$ cat config.mk
export PLATFORM = sky130hd
export DESIGN_NAME = mem_resp_queue
export DESIGN_NICKNAME = d
export VERILOG_FILES = /design/src/rtl/uarch_pkg.sv /design/src/rtl/mem_resp_alloc.sv /design/src/rtl/mem_resp_queue.sv
export SDC_FILE = /design/constraint.sdc
export NUM_CORES = 1
export LEC_CHECK = 0
export ABC_CLOCK_PERIOD_IN_PS = 6100
export CAP_MARGIN = 5
export CORE_ASPECT_RATIO = 0.75
export CORE_MARGIN = 5
export CORE_UTILIZATION = 45
export DETAILED_ROUTE_END_ITERATION = 16
export DONT_BUFFER_PORTS = 1
export GPL_ROUTABILITY_DRIVEN = 0
export GPL_TIMING_DRIVEN = 1
export PLACE_DENSITY = 0.64
export SYNTH_ARGS = -nofsm -noshare
export SYNTH_HDL_FRONTEND = slang
export SYNTH_SLANG_ARGS = --single-unit
export TNS_END_PERCENT = 1
$ cat constraint.sdc
create_clock -name clk -period 6.1 [get_ports clk]
set_input_delay 0.915 -clock clk [delete_from_list [all_inputs] [get_ports clk]]
set_output_delay 0.915 -clock clk [all_outputs]
set_load 0.02 [all_outputs]
$ cat src/rtl/uarch_pkg.sv
// Shared micro-architecture types and sizing for the execute stage.
// writeback_packet_t is the common CDB writeback format.
package uarch_pkg;

    typedef struct packed {
        logic        is_valid;
        logic [7:0]  tag;
        logic [31:0] data;
    } writeback_packet_t;

    localparam int unsigned MEM_RESP_DEPTH    = 4;
    localparam int unsigned MEM_NUM_SRC       = 2;
    localparam int unsigned MEM_ISSUE_RESERVE = 2;
    localparam int unsigned MEM_IDX_W         = $clog2(MEM_RESP_DEPTH);
    localparam int unsigned MEM_CNT_W         = $clog2(MEM_RESP_DEPTH + 1);

endpackage

$ cat src/rtl/mem_resp_alloc.sv
// Priority slot allocation for the memory-response queue.
// Lower source index wins; offsets place accepted packets in source order.
module mem_resp_alloc #(
    parameter int unsigned NUM_SRC = 2,
    parameter int unsigned DEPTH   = 4
) (
    input  logic [$clog2(DEPTH+1)-1:0]               free,
    input  logic [NUM_SRC-1:0]                       valids,
    output logic [NUM_SRC-1:0]                       rdys,
    output logic [NUM_SRC-1:0]                       acc,
    output logic [NUM_SRC-1:0][$clog2(DEPTH)-1:0]    offsets,
    output logic [$clog2(DEPTH+1)-1:0]               num_acc
);
    localparam int unsigned IW = $clog2(DEPTH);
    localparam int unsigned CW = $clog2(DEPTH + 1);

    logic [CW-1:0] seen;

    always_comb begin
        seen    = '0;
        num_acc = '0;
        rdys    = '0;
        acc     = '0;
        offsets = '0;
        // seen counts valid lower-index sources; a source is ready only if
        // free slots remain after all of them are served
        for (int unsigned i = 0; i < NUM_SRC; i++) begin
            rdys[i]    = free > seen;
            acc[i]     = valids[i] & rdys[i];
            offsets[i] = seen[IW-1:0];
            seen       = seen + CW'(valids[i]);
            num_acc    = num_acc + CW'(acc[i]);
        end
    end

endmodule

$ cat src/rtl/mem_resp_queue.sv
// In-order FIFO merging NUM_SRC memory-response channels into the MEM
// functional-unit result presented to the CDB.
module mem_resp_queue
    import uarch_pkg::*;
#(
    parameter int unsigned NUM_SRC       = MEM_NUM_SRC,
    parameter int unsigned DEPTH         = MEM_RESP_DEPTH,
    parameter int unsigned ISSUE_RESERVE = MEM_ISSUE_RESERVE
) (
    input  logic                         clk,
    input  logic                         rst,
    input  logic                         flush,
    input  writeback_packet_t            src_pkts [NUM_SRC],
    output logic [NUM_SRC-1:0]           src_rdys,
    output writeback_packet_t            fu_result,
    input  logic                         fu_cdb_gnt,
    output logic                         fu_rdy,
    output logic [$clog2(DEPTH+1)-1:0]   occupancy
);
    localparam int unsigned IW = $clog2(DEPTH);
    localparam int unsigned CW = $clog2(DEPTH + 1);
    localparam int unsigned SW = CW + 1;

    writeback_packet_t          storage [DEPTH];
    logic [IW-1:0]              head;
    logic [IW-1:0]              tail;
    logic [CW-1:0]              count;
    logic [CW-1:0]              free;
    logic [CW-1:0]              num_acc;
    logic [NUM_SRC-1:0]         valids;
    logic [NUM_SRC-1:0]         acc;
    logic [NUM_SRC-1:0][IW-1:0] offsets;
    logic [IW-1:0]              wr_idx [NUM_SRC];
    logic                       pop;
    logic                       clear;

    // Modulo-DEPTH add without requiring a power-of-two depth
    function automatic logic [IW-1:0] wrap_add(input logic [IW-1:0] base, input logic [CW-1:0] inc);
        logic [SW-1:0] s;
        s = SW'(base) + SW'(inc);
        if (s >= SW'(DEPTH))
            s = s - SW'(DEPTH);
        return s[IW-1:0];
    endfunction

    assign clear = rst | flush;

    always_comb begin
        fu_result = '0;
        if (count != '0) begin
            fu_result          = storage[head];
            fu_result.is_valid = 1'b1;
        end
    end

    assign pop       = fu_result.is_valid & fu_cdb_gnt;
    assign free      = CW'(DEPTH) - count + CW'(pop);
    assign fu_rdy    = (CW'(DEPTH) - count) >= CW'(ISSUE_RESERVE);
    assign occupancy = count;

    always_comb begin
        for (int unsigned i = 0; i < NUM_SRC; i++) begin
            valids[i] = src_pkts[i].is_valid;
            wr_idx[i] = wrap_add(tail, CW'(offsets[i]));
        end
    end

    mem_resp_alloc #(
        .NUM_SRC (NUM_SRC),
        .DEPTH   (DEPTH)
    ) u_alloc (
        .free    (free),
        .valids  (valids),
        .rdys    (src_rdys),
        .acc     (acc),
        .offsets (offsets),
        .num_acc (num_acc)
    );

    always_ff @(posedge clk) begin
        if (clear) begin
            head  <= '0;
            tail  <= '0;
            count <= '0;
        end else begin
            if (pop)
                head <= wrap_add(head, CW'(1));
            tail  <= wrap_add(tail, num_acc);
            count <= count + num_acc - CW'(pop);
            assert (int'(count) + int'(num_acc) <= int'(DEPTH) + int'(pop));
            assert (!(pop && count == '0));
        end
    end

    always_ff @(posedge clk) begin
        if (!clear) begin
            for (int unsigned i = 0; i < NUM_SRC; i++) begin
                if (acc[i])
                    storage[wr_idx[i]] <= src_pkts[i];
            end
        end
    end

endmodule

==> flow_summary.json <==
{
  "period_share": 0.761,
  "crit_slowest_cell": "o21bai_1",
  "grt_overflow_total": 0,
  "skew_ps": 8.21,
  "clockBufferDepth": 2,
  "place_inst": 733,
  "grt_pass1_vias": 5058,
  "hold_viol": 0,
  "routed.top_layer": "met4",
  "die_h_microns": 130,
  "power_density_nw_per_um2": 386,
  "clockRootBuffer": "clkbuf_16",
  "finalInstanceArea_sq_um": 9550,
  "layout_common_cells": "edfxtp_1, mux2_1, and2_1",
  "finalPower_mw": 3.68,
  "routed_wl_mm": 19.5,
  "insertion_delay_ps": 420,
  "dr_wl_met3_mm": 1.58,
  "vias": 4477,
  "crit_path_frequent_cell": "ha_1",
  "syn_inst": 505,
  "crit_start": "occupancy[0]",
  "area_growth_syn_to_layout_pct": 10.9,
  "maxCapViolCount": 0,
  "cts_hold_buf": 0,
  "hpwl_mm": 12.4,
  "layout_min_cycle_time_ps": 4640,
  "clock.fmax_ghz": 0.215,
  "placed_area_sq_um": 8950,
  "setup_slack_ps": 1460,
  "wire_per_inst_microns": 25.6,
  "placeableCoreArea_sq_um": 18700,
  "worst-path-max-fanout": 5,
  "mostFrequentLayoutCell": "edfxtp_1",
  "yosys_warnings": 0,
  "instances_no_fill": 765,
  "fp-row-count": 43,
  "post_cts_buffers": 0,
  "nets": 604,
  "syn_nets": 604,
  "r2r-start": "occupancy[0]",
  "path_cells": "inv_1, ha_1, ha_1, nor2b_1, ha_1, inv_1, ha_1, o21bai_1, or2_2, and2_1, ha_1, inv_1, ha_1, inv_1, ha_1, inv_1, fa_1, xnor2_1, xnor2_1, nor2_1",
  "grt_max_degree": 41,
  "grt_use_total": 0.184,
  "drive_gt1_frac": 0.207,
  "crit_family": "adder cells",
  "die-area_sq_um": 22000,
  "postRouteAntennaNets": 0,
  "ys_types": 30,
  "wl_met2_mm": 9.39,
  "postLayoutCoreUtil": 0.511,
  "worstHoldPathType": "flip-flop to flip-flop",
  "ir_drop_mv": 0.264,
  "clock_sinks": 169,
  "fin_worst_hold_slack_ps": 552,
  "worst_slew_pin_slew_ps": 901,
  "antenna_cells": 0,
  "drc": 0,
  "via_per_inst": 5.85,
  "cts_tree": "done",
  "finalSetupViolations": 0,
  "p_leak_nw": 3.10,
  "final_max_slew_viol_count": 0,
  "cts_resized": 0,
  "ys_seq_area_frac": 0.579,
  "drtIter0Drc": 293,
  "ios": 133,
  "start_util": 0.461,
  "worstPathRequired_ps": 6410,
  "fin_tns_setup_ps": 0,
  "crit_path_end_kind": "flip-flop",
  "pre_cts_slack_ps": 1460,
  "grt_pass1_wl_mm": 30.2,
  "antenna_found_initial": 0,
  "die_x_microns": 170,
  "crit_type": "flip-flop to flip-flop",
  "slew_headroom": 0.397,
  "ys_ff_latch": 169,
  "clk_pin_slew_ps": 70,
  "drt-met1-wl_mm": 8.42,
  "cts_buffers": 17,
  "io_buffers": 0,
  "syn-cell-area_sq_um": 8610,
  "min_from": "head[0]",
  "syn_avg_cell_area_sq_um": 17.0,
  "worstPathArrival_ps": 4960,
  "crit_buf_inv": 5,
  "outcome": "finished clean",
  "cts_max_level": 4,
  "rsz0062_at_grt": "no",
  "drtPass1Iterations": 4,
  "slowest_delay_ps": 670,
  "setup.worst_path.start_class": "flip-flop"
}
## final cells by class
cell class / instances / area (sq um)
Fill cell: 1518 / 9120
Sequential cell: 169 / 4990
Multi-Input combinational cell: 295 / 3520
Clock buffer: 17 / 425
Tap cell: 247 / 309
Clock inverter: 15 / 173
Timing Repair Buffer: 12 / 90.1
Inverter: 10 / 37.5
## final timing paths
kind | end | slack [ps] | cells after the start
hold reg to reg | flip-flop | 550 | 2
setup reg to reg | occupancy[2] | 1460 | 20
setup / recovery | occupancy[2] | 1460 | 20
hold / removal | flip-flop | 550 | 2
## worst min-delay path: stages (launching register included)
cell,delay [ps]
dfxtp_1,350
xnor2_1,90
nor2_1,80
## synthesized netlist by cell type
cell type / n / share of area
xnor2_1: 4 / 0.0041
ha_1: 12 / 0.017
fa_1: 1 / 0.0023
buf_4: 4 / 0.0035
nor2b_1: 1 / 0.00073
o211ai_2: 4 / 0.0058
o31ai_1: 1 / 0.00087
nand2_1: 1 / 0.00044
mux2_1: 150 / 0.20
and2_1: 44 / 0.032
nand3b_1: 3 / 0.0026
or3_1: 1 / 0.00073
nor3_1: 1 / 0.00058
dfxtp_1: 9 / 0.021
nand3_1: 1 / 0.00058
mux4_2: 40 / 0.10
and4bb_2: 1 / 0.0015
o21ai_0: 3 / 0.0017
inv_1: 10 / 0.0044
xor2_1: 3 / 0.0031
or2_2: 2 / 0.0015
mux2_2: 10 / 0.013
clkbuf_1: 10 / 0.0044
o41ai_1: 1 / 0.0010
buf_2: 17 / 0.0099
edfxtp_1: 160 / 0.56
o21bai_1: 1 / 0.00087
xnor2_2: 1 / 0.0019
nor2_1: 8 / 0.0035
nor4b_2: 1 / 0.0017
## power by group
part / switching, mW / internal [mW]
clock: 0.461 / 0.646
combinational: 0.731 / 0.360
sequential: 0.0729 / 1.41
total: 1.26 / 2.42
## layer usage
metal | vias up | GRT usage
met5 | - | 0
met4 | 0 | 0.0435
met3 | 11 | 0.0642
met2 | 123 | 0.302
met1 | 2346 | 0.237
li1 | 1997 | -
## registers in the layout, indices dropped and copies added (netlist names), named ones only
register   cells
occupancy      3
storage      160
tail           2
head           2
## logic make-up after synthesis
| logic type | after synthesis | synth area share |
|---|---|---|
| compound gates | 10 | 0.0103 |
| flops | 169 | 0.579 |
| xor+xnor | 8 | 0.00901 |
| simple gates | 64 | 0.0458 |
| buf+inv | 41 | 0.0221 |
| fa+ha+maj | 13 | 0.0198 |
| mux | 200 | 0.314 |
(Power assumes the default switching activity.)
